<file path="src/rtl/mips_fetch_pkg.sv">
// mips_fetch_pkg: shared fetch constants and the queued fetch entry type
package mips_fetch_pkg;
  localparam logic [31:0] RESET_PC = 32'h0040_0000;
  localparam int INSTR_W = 32;
  typedef struct packed {
    logic [INSTR_W-1:0] instr;
    logic [31:0]        pc_plus4;
  } fetch_entry_t;
endpackage

</file>
<file path="src/rtl/prefetch_fifo.sv">
// prefetch_fifo: circular buffer with synchronous flush, occupancy count and head data
module prefetch_fifo #(
  parameter int DEPTH = 4,
  parameter int WIDTH = 64,
  parameter int CNT_W = $clog2(DEPTH) + 1
) (
  input  logic             clk,
  input  logic             rst,
  input  logic             flush,
  input  logic             push,
  input  logic [WIDTH-1:0] push_data,
  input  logic             pop,
  output logic [CNT_W-1:0] count,
  output logic [WIDTH-1:0] head_data
);
  localparam int PW = $clog2(DEPTH);
  logic [WIDTH-1:0] mem [DEPTH];
  logic [PW-1:0] wr_ptr, rd_ptr;
  logic do_pop;
  assign do_pop = pop && count != '0;
  assign head_data = mem[rd_ptr];
  always_ff @(posedge clk) begin
    if (rst || flush) begin
      wr_ptr <= '0;
      rd_ptr <= '0;
      count <= '0;
    end else begin
      if (push) assert (count < CNT_W'(DEPTH));
      if (push) wr_ptr <= wr_ptr + 1'b1;
      if (do_pop) rd_ptr <= rd_ptr + 1'b1;
      count <= count + CNT_W'(push) - CNT_W'(do_pop);
    end
  end
  always_ff @(posedge clk)
    if (push && !rst && !flush) mem[wr_ptr] <= push_data;
endmodule

</file>
<file path="src/rtl/instruction_prefetch_queue.sv">
// instruction_prefetch_queue: fetch PC, ROM request admission and redirect flush around a prefetch FIFO
module instruction_prefetch_queue
  import mips_fetch_pkg::*;
#(
  parameter int          DEPTH    = 4,
  parameter logic [31:0] RESET_PC = mips_fetch_pkg::RESET_PC,
  parameter int          CNT_W    = $clog2(DEPTH) + 1
) (
  input  logic             clk,
  input  logic             reset,
  input  logic             i_redirect,
  input  logic [31:0]      i_redirect_pc_32,
  input  logic             i_stall,
  output logic             o_mem_req,
  output logic [31:0]      o_mem_addr_32,
  input  logic [31:0]      i_mem_rdata_32,
  output logic             o_valid,
  output logic [31:0]      o_instr_32,
  output logic [31:0]      o_pc_plus4_32,
  output logic [CNT_W-1:0] o_count
);
  logic [31:0] fetch_pc, issued_pc;
  logic inflight;
  logic [CNT_W-1:0] count;
  fetch_entry_t push_entry, head_entry;
  assign o_mem_req = !reset && !i_redirect &&
                     ((CNT_W+1)'(count) + (CNT_W+1)'(inflight) < (CNT_W+1)'(DEPTH));
  assign o_mem_addr_32 = fetch_pc;
  assign push_entry = '{instr: i_mem_rdata_32, pc_plus4: issued_pc + 32'd4};
  assign o_valid = count != '0;
  assign o_count = count;
  assign o_instr_32 = o_valid ? head_entry.instr : '0;
  assign o_pc_plus4_32 = o_valid ? head_entry.pc_plus4 : '0;
  prefetch_fifo #(
    .DEPTH(DEPTH),
    .WIDTH($bits(fetch_entry_t)),
    .CNT_W(CNT_W)
  ) u_fifo (
    .clk(clk),
    .rst(reset),
    .flush(i_redirect),
    .push(inflight),
    .push_data(push_entry),
    .pop(o_valid && !i_stall),
    .count(count),
    .head_data(head_entry)
  );
  always_ff @(posedge clk) begin
    if (reset) begin
      fetch_pc <= RESET_PC;
      issued_pc <= RESET_PC;
      inflight <= 1'b0;
    end else begin
      inflight <= o_mem_req;
      fetch_pc <= i_redirect ? {i_redirect_pc_32[31:2], 2'b00} :
                  o_mem_req ? fetch_pc + 32'd4 : fetch_pc;
      if (o_mem_req) issued_pc <= fetch_pc;
    end
  end
endmodule

</file>
<file path="config.mk">
export PLATFORM = sky130hd
export DESIGN_NAME = instruction_prefetch_queue
export DESIGN_NICKNAME = d
export VERILOG_FILES = /design/src/rtl/mips_fetch_pkg.sv /design/src/rtl/prefetch_fifo.sv /design/src/rtl/instruction_prefetch_queue.sv
export SDC_FILE = /design/constraint.sdc
export NUM_CORES = 1
export LEC_CHECK = 0
export BUFFER_PORTS_ARGS = -buffer_cell sky130_fd_sc_hd__buf_2
export CAP_MARGIN = 15
export CORE_MARGIN = 4
export CORE_UTILIZATION = 60
export CTS_CLUSTER_DIAMETER = 50
export DETAILED_ROUTE_END_ITERATION = 8
export PLACE_DENSITY = 0.82
export SLEW_MARGIN = 20
export SYNTH_ARGS = -nofsm -noshare
export SYNTH_HDL_FRONTEND = slang
export SYNTH_SLANG_ARGS = --single-unit
export TNS_END_PERCENT = 100
</file>
<file path="constraint.sdc">
create_clock -name clk -period 6.3 [get_ports clk]
set_input_delay 0.63 -clock clk [delete_from_list [all_inputs] [get_ports clk]]
set_output_delay 0.63 -clock clk [all_outputs]
set_load 0.02 [all_outputs]
</file>
# ---- After elaboration in Yosys (flattened, before gate mapping)
# Memory sizes are Yosys's and may differ from the RTL's. A register that Yosys moved wholly into a read port is not among the register bits.
# Index checks and enable logic that the tools add are counted.
dict set report classes {
  addsub 7
  magnitude_cmp 1
  mux 8
  n_reduce_logical 13
}
# op n
set op_table {}
lappend op_table {{$mux W32} 4}
lappend op_table {{$add A32 B3 Y32 const B} 2}
lappend op_table {{$logic_and A1 B1 Y1} 6}
lappend op_table {{$add A2 B1 Y2 const B} 2}
lappend op_table {{$add A3 B1 Y4} 1}
lappend op_table {{$lt A4 B3 Y1 const B} 1}
lappend op_table {{$mux W2} 2}
lappend op_table {{$add A3 B1 Y3} 1}
lappend op_table {{$logic_not A1 Y1} 3}
lappend op_table {{$reduce_bool A3 Y1} 1}
lappend op_table {{$sub A3 B1 Y3} 1}
lappend op_table {{$mux W1} 2}
lappend op_table {{$reduce_bool A2 Y1} 1}
lappend op_table {{$reduce_or A2 Y1} 1}
lappend op_table {{$logic_or A1 B1 Y1} 1}
dict set report word_totals {
  register_bits 72
  ram_bits 256
  input_bits 68
  out_inout_bits 101
  wordCells 37
  memories 1
}
# memory depth word_bits read_ports rd_clocked_by_memory_dff write_ports line
set memory_table {}
lappend memory_table {u_fifo.mem 4 64 1 1 1 prefetch_fifo.sv:17} ;# logic [WIDTH-1:0] mem [DEPTH];

# ---- Depth between registers and ports, before layout
# Gate-level depths: netlist of the first run.
dict set report logic_depth {
  depth_word 5
  depth_mapped 9
  ltp_nobuf 9
}

# ---- Modules after synthesis
# Synthesis of the first run repeated with hierarchy kept, for this count alone.
dict set report unflattened {
  cells_unflattened 893
  area_unflattened_um2 13639.3
}
# mod n_inst cells_per_inst area_each_um2
set modules_own_cells {}
lappend modules_own_cells {prefetch_fifo 1 380 9791.9}
lappend modules_own_cells {instruction_prefetch_queue 1 513 3847.4}

# ---- Least setup slack after synthesis of the first run
# Ideal clock, no wire load.
dict set report synth_timing {
  path_kind {input to register}
  startpoint {input port reset}
  endpoint {memory u_fifo.mem[0][10] (enable)}
  setup_time_ns 0.427
  arrival_ns 2.648
  path_slack_ns 3.226
  path_stages 4
  path_buffers 2
  cell_sequence {buf_2 -> nor2_1 -> clkbuf_1 -> and3_1}
}
dict set report synth_between {
  elab_chain_cells 5
}
# item line
set synth_rtl {}
lappend synth_rtl {{from (decl)} instruction_prefetch_queue.sv:10} ;# input logic reset,
lappend synth_rtl {{$logic_not A1 Y1} prefetch_fifo.sv:35} ;# if (push && !rst && !flush) mem[wr_ptr] <= push_data;
lappend synth_rtl {{$logic_and A1 B1 Y1 (2 in a row)} prefetch_fifo.sv:35}
lappend synth_rtl {{$mux W1} prefetch_fifo.sv:35}
lappend synth_rtl {{$mux W1 (implied by the code)} prefetch_fifo.sv:35}
lappend synth_rtl {{to (decl)} prefetch_fifo.sv:17}
# Every way passes these cells.

# ---- Worst setup path in the final report of the first run
dict set report layout_timing {
  startpoint {input port reset}
  endpoint {output port o_mem_req}
}
dict set report layout_between {
  elab_chain_cells 3
}
# item line
set layout_rtl {}
lappend layout_rtl {{$logic_not A1 Y1} instruction_prefetch_queue.sv:26} ;# assign o_mem_req = !reset && !i_redirect &&
lappend layout_rtl {{$logic_and A1 B1 Y1 (2 in a row)} instruction_prefetch_queue.sv:26}
lappend layout_rtl {{to (decl)} instruction_prefetch_queue.sv:14} ;# output logic o_mem_req,
# Every way passes these cells.

==> out/metrics.cfg, run 1 <==
[global_routing]
antenna_found_initial=0
grt_max_degree=63
grt_first_pass_wirelength_um=43100
gr-total-overflow=0
grt_pass1_vias=7968
grt_usage_pct=22.5

[logic_synthesis]
synth_area_leader_cell=edfxtp_1
synth_top_cells_by_area=edfxtp_1 57%, dfxtp_1 11%, mux4_2 11%, nand2_1 3.0%, nor2b_1 3.0%
synthFlopType=edfxtp_1
synth_seq_cells=318
netlist_area_um2=13100
synthArstFlopShare_pct=0
synthDistinctLibCells=50
synth_edf_count=248
synth_top_area_share_pct=56.6
yosys_warnings=0
yosysSeqAreaShare_pct=67.3
avgSynthCellArea_um2=14.9
synth_cells=881

[die]
fp.dieArea_um2=24300
pin_count=169
rows=53
die_w_um=156
start_util_pct=61.8
design.core.area_um2=21300
die_h_um=156

[cts]
cts_root_buffer=clkbuf_16
htreeDepth=2
clockBufferDepth=3
clk_latency_ns=0.51
clock-sinks=318
cts_setup_buffers=0
cts-resized-gates=0
cts_hold_buffers=0
clk_pin_slew_ns=0.06
numCtsBuffers=34
cts_tree=built

[route]
drc=0
avgViaCountPerCell=5.89
wire_per_inst_um=20.3
wl_um=27300
firstDrtPassIters=5
vias=7915
postRouteAntennaNets=0
drtIter0Drc=521

[pwr]
p_leak_nw=5.33
finalPower_mw=4.58
power.density_nw_per_um2=300
peakVddDrop_v=0.000157

[critical_path]
worstSetupPathType=input pin to primary output
end_kind=primary output
critical_path_required_ns=5.67
timing.rr.end=o_mem_addr_32[14]
rrSetupSlack_ns=3.73
rr_startpoint=u_fifo.count[1]
path_max_fanout=62
reg2reg_depth=9
worst_setup_path_start_kind=input pin
cp.arrival_ns=3.07

[placement]
gp_congestion=0.869
dp_hpwl_um=16500
port_buffers=162

[min_path]
hold_start=i_mem_rdata_32[3]
hold_path_end=u_fifo.mem[0][35]
hold_class=input pin to flop
hold_depth=1

[sta]
finalCriticalPeriod_ns=3.70
relSlewSlack_pct=34.4
setup_viol=0
tightest_slew_ns=0.985
fin_crit_sh_pct=58.7
finClkSkew_ns=0.0179
finalMaxSlewViolations=0
fin_setup_tns_ns=0
fmax_mhz=271
rsz0062_at_grt=no
hold_viol=0

[cells_and_area]
final_nets=1123
layout_common_cells=248 x edfxtp_1, 162 x buf_2, 105 x nand2_1, 68 x dfxtp_1
final_common_cell=edfxtp_1
multi_input_area_um2=4040
antennaDiodeCount=0
area_growth_pct=16.0
fillers=1335
seqCellArea_um2=8850
drive_above_1_share_pct=28.3

[outcome]
status=finished clean

[run]
cap_viol_max_count=0

state kept, by name (all words and copies together) (netlist names), named ones only:
register,count
inflight,1
issued_pc,30
o_mem_addr_32,30
u_fifo.count,3
u_fifo.mem,248
u_fifo.rd_ptr,2
u_fifo.wr_ptr,2
critical path, stage by stage:
cell     delay [ns]
buf_2          0.09
buf_4          0.31
nor2_1         0.71
nand2_2        0.58
inv_1          0.15
buf_4          0.32
buf_2          0.24
logic make-up after synthesis:
| group | count (synthesis) | share of synthesized area (%) |
|---|---|---|
| xor+xnor | 42 | 2.80 |
| fa+ha+maj | 10 | 1.01 |
| other cells | 1 | 0.0285 |
| compound gates | 74 | 3.61 |
| simple gates | 305 | 12.1 |
| flops | 318 | 67.3 |
| buf+inv | 65 | 2.15 |
| mux | 66 | 11.0 |
how the worst max path moves through the flow:
| stage | depth (start not counted) | slack (ns) | endpoint | start |
|---|---|---|---|---|
| 4_1_cts | 7 | 2.36 | o_mem_req | reset |
| 6_report | 7 | 2.60 | o_mem_req | reset |
| 3_3_place_gp | 7 | 2.47 | o_mem_req | reset |
| 3_5_place_dp | 7 | 2.38 | o_mem_req | reset |
| 5_1_grt | 7 | 2.39 | o_mem_req | reset |
| 2_1_floorplan | 4 | 3.23 | u_fifo.mem[0][10] | reset |
Yosys cell counts, types with 2 or more instances:
library cell and n:
o311ai_0 3, a211oi_1 8, o21ai_0 2, or3_1 6, and3_1 12, a31oi_1 11
nand3b_1 3, nor2_2 2, nand2_1 106, mux2_2 3, or4_1 5, buf_4 4
edfxtp_1 248, and2_1 5, clkbuf_1 31, a311oi_1 3, o211ai_1 6, inv_1 16
a21oi_1 35, buf_2 13, mux4_2 62, nor3_1 10, nor2b_1 62, nand4_1 22
nor2_1 31, ha_1 9, nand3_1 28, and4_1 4, xnor2_1 23, dfxtp_1 70
xor2_1 19
per-stage QoR:
| stage | hold slack (ns) | instance area (um2) | setup slack (ns) | std cells | util (%) |
|---|---|---|---|---|---|
| global route | 0.326 | 15300 | 2.39 | 1344 | 71.7 |
| finish | 0.336 | 15300 | 2.60 | 1344 | 71.7 |
| global placement | 0.462 | 14200 | 2.47 | 1284 | 66.7 |
| CTS | 0.322 | 15300 | 2.36 | 1344 | 71.6 |
| detailed placement | 0.463 | 14200 | 2.38 | 1284 | 66.7 |
| floorplan | 0.449 | 13200 | 3.23 | 884 | - |
power by group:
group	total, mW	switching (mW)	internal, mW
combinational	0.368	0.238	0.130
sequential	2.33	0.0403	2.29
clock	1.88	0.771	1.11
total	4.58	1.05	3.53
area by class of cell:
class | instances | area share (%)
inverters | 16 | 0.394
repair buffers | 174 | 5.91
clock buffers | 46 | 6.30
flip-flops and latches | 318 | 58.0
well taps | 275 | 2.26
clock inverters | 14 | 0.623
multi-input cells | 501 | 26.5
layer usage:
layer / wire (um) / track usage (%) / vias to the layer above
met5: 0 / 0 / -
met3: 2210 / 4.38 / 53
met2: 13300 / 36.7 / 350
li1: - / - / 3653
met1: 11100 / 31.2 / 3859
met4: 695 / 7.21 / 0
Note: power is estimated with default switching activity, not from simulation.
==> run 2: changes to the inputs <==
CORE_UTILIZATION = 52   (was 60)
PLACE_DENSITY = 0.76   (was 0.82)
clock period = 3.2 ns   (was 6.3 ns; I/O delays follow)
==> run 2 against run 1 <==
  * Die area increased by 15%
  * Clock power increased by 94%
  * Count of clock-buffer cells in the layout increased by 2
  * Cell count increased by 4.8%
  * Sequential share of layout area decreased by 0.92 points
  * Non-clock buffer count increased by 16
  * Critical endpoint unchanged
  * Core utilization decreased by 8.7 points
  * Routed wire length decreased by 2.0%
==> out/metrics.cfg, run 2 (same netlist as run 1, synthesis figures left out) <==
[outcome]
status=finished clean

[cells_and_area]
layout_common_cells=248 x edfxtp_1, 162 x buf_2, 106 x nand2_1, 68 x dfxtp_1
area_growth_pct=17.9
multi_input_area_um2=4040  ; about the same
regMostFlops=u_fifo.mem
largest_reg_flops=248  ; unchanged
seqCellArea_um2=8850  ; unchanged
final_nets=1139  ; +1.4%
antennaDiodeCount=0  ; unchanged
final_common_cell=edfxtp_1
fillers=1785  ; +34%
drive_above_1_share_pct=29.4  ; +1.1 points

[die]
design.core.area_um2=24600  ; +16%
start_util_pct=53.4  ; -8.3 points
rows=57  ; +7.5%
fp.dieArea_um2=27900  ; +15%
die_h_um=167  ; +7.0%
pin_count=169  ; unchanged
die_w_um=167  ; +7.0%

[cts]
numCtsBuffers=34  ; unchanged
clk_pin_slew_ns=0.06  ; about the same
clk_latency_ns=0.50  ; about the same
cts-resized-gates=0  ; unchanged
cts_root_buffer=clkbuf_16
htreeDepth=2  ; unchanged
clockBufferDepth=3  ; unchanged
cts_hold_buffers=0  ; unchanged
clock-sinks=318  ; unchanged
cts_tree=built
cts_setup_buffers=0  ; unchanged

[pwr]
finalPower_mw=8.95  ; +95%
p_clk_share_pct=40.7  ; -0.4 points
seq_power_share_pct=51.1  ; +0.3 points
swShare_pct=22.7  ; -0.23 points
power.switching_mw=2.03  ; +94%
combPwrFrac_pct=8.1  ; about the same
p_leak_nw=5.43  ; +1.9%
power.internal_mw=6.92  ; +96%
peakVddDrop_v=0.000396  ; +150%
power.density_nw_per_um2=577  ; +92%

[critical_path]
critPathMaxStageDelay_ns=0.45  ; -0.26 ns
path_delay_family=compound AO/OA/AOI/OAI gates
critPathBufInv=3  ; -2
path_max_fanout=9  ; -85%
critical_path.cell_chain=ha_1 > o211a_1 > o22ai_2 > buf_4 > nand2_1 > inv_1 > buf_2
worstSetupPathType=flop to primary output
critPathSlowestCell=o22ai_2
cp.arrival_ns=2.50  ; -0.57 ns
worst_setup_path_start_kind=flop
end_kind=primary output
critical_path_required_ns=2.88  ; -2.79 ns

[route]
drtIter0Drc=593  ; +14%
vias=7873  ; -0.53%
avgViaCountPerCell=5.59  ; -5.1%
postRouteAntennaNets=0  ; unchanged
wl_um=26800  ; -2.0%
drc=0  ; unchanged
firstDrtPassIters=5  ; unchanged
wire_per_inst_um=19.0  ; -6.5%

[run]
cap_viol_max_count=0  ; unchanged

[min_path]
hold_class=input pin to flop

[sta]
fin_crit_sh_pct=88.1
tightest_slew_ns=1.07  ; +0.0843 ns
fmax_mhz=355
finClkSkew_ns=0.0212  ; +0.00331 ns
fin_setup_tns_ns=0  ; unchanged
finalCriticalPeriod_ns=2.82
finalMaxSlewViolations=0  ; unchanged
rsz0062_at_grt=no
relSlewSlack_pct=28.7  ; -5.7 points
setup_viol=0  ; unchanged
whs_ns=0.0345  ; -0.301 ns
hold_viol=0  ; unchanged

[global_routing]
gr-total-overflow=0  ; unchanged
grt_pass1_vias=7951  ; -0.21%
grt_max_degree=64  ; +1.6%
grt_first_pass_wirelength_um=42700  ; -0.80%
grt_usage_pct=19.1  ; -3.5 points
antenna_found_initial=0  ; unchanged

[placement]
gp_congestion=0.822  ; -5.5%
port_buffers=162  ; unchanged
dp_hpwl_um=17400  ; +5.8%

run 2: cell types whose count changed in the layout (fill, tap and decap cells not counted), sizes merged:
cell / previous run / this run
buf: 174 / 190
clkinvlp: 2 / 0
clkinv: 10 / 9
inv: 17 / 18
clkbuf: 46 / 48
run 2: worst reg2reg max path: cells and delay by family (launching register included):
family	cells	cell delay, ns
compound gates	3	0.94
fa+ha+maj	1	0.24
flops	1	0.38
simple gates	2	0.75
run 2: final timing paths:
path / endpoint / cells past startpoint / start / slack [ns]
max: o_mem_req / 7 / u_fifo.count[1] / 0.38
min: u_fifo.mem[0][62] / 1 / i_mem_rdata_32[30] / 0.03
max reg2reg: o_mem_addr_32[31] / 6 / u_fifo.count[1] / 0.79
min reg2reg: issued_pc[31] / 2 / issued_pc[31] / 0.48
run 2: metal layers:
metal	wire, um	GRT usage, %	vias to the layer above
met4	488	4.80	0
met3	2000	3.72	37
met1	11500	26.7	3844
li1	-	-	3680
met5	0	0	-
met2	12800	31.2	312
run 2: power groups by stage:
stage          clock, mW  sequential, mW  combinational, mW
2_1_floorplan          0            4.67              0.442
3_3_place_gp           0            4.66              0.722
3_5_place_dp           0            4.66              0.736
4_1_cts             3.72            4.57              0.739
5_1_grt             3.91            4.58              0.796
6_report            3.64            4.58              0.728
run 2: stage by stage:
stage	utilization, %	cell area, um2	instances	worst slack [ns]
after floorplan	-	13200	884	0.436
final	63.0	15500	1409	0.380
after global placement	58.7	14500	1349	0.833
after global routing	63.0	15500	1409	0.166
after CTS	63.0	15500	1409	0.334
after detailed placement	58.7	14500	1349	0.783
run 2: cell type report:
type                       instances  share of cell area (%)
clock buffer                      48                    6.09
clock inverter                    12                   0.670
inverter                          16                   0.387
multi-input combinational        501                    26.0
sequential                       318                    57.1
tap                              324                    2.62
timing repair buffer             190                    7.07
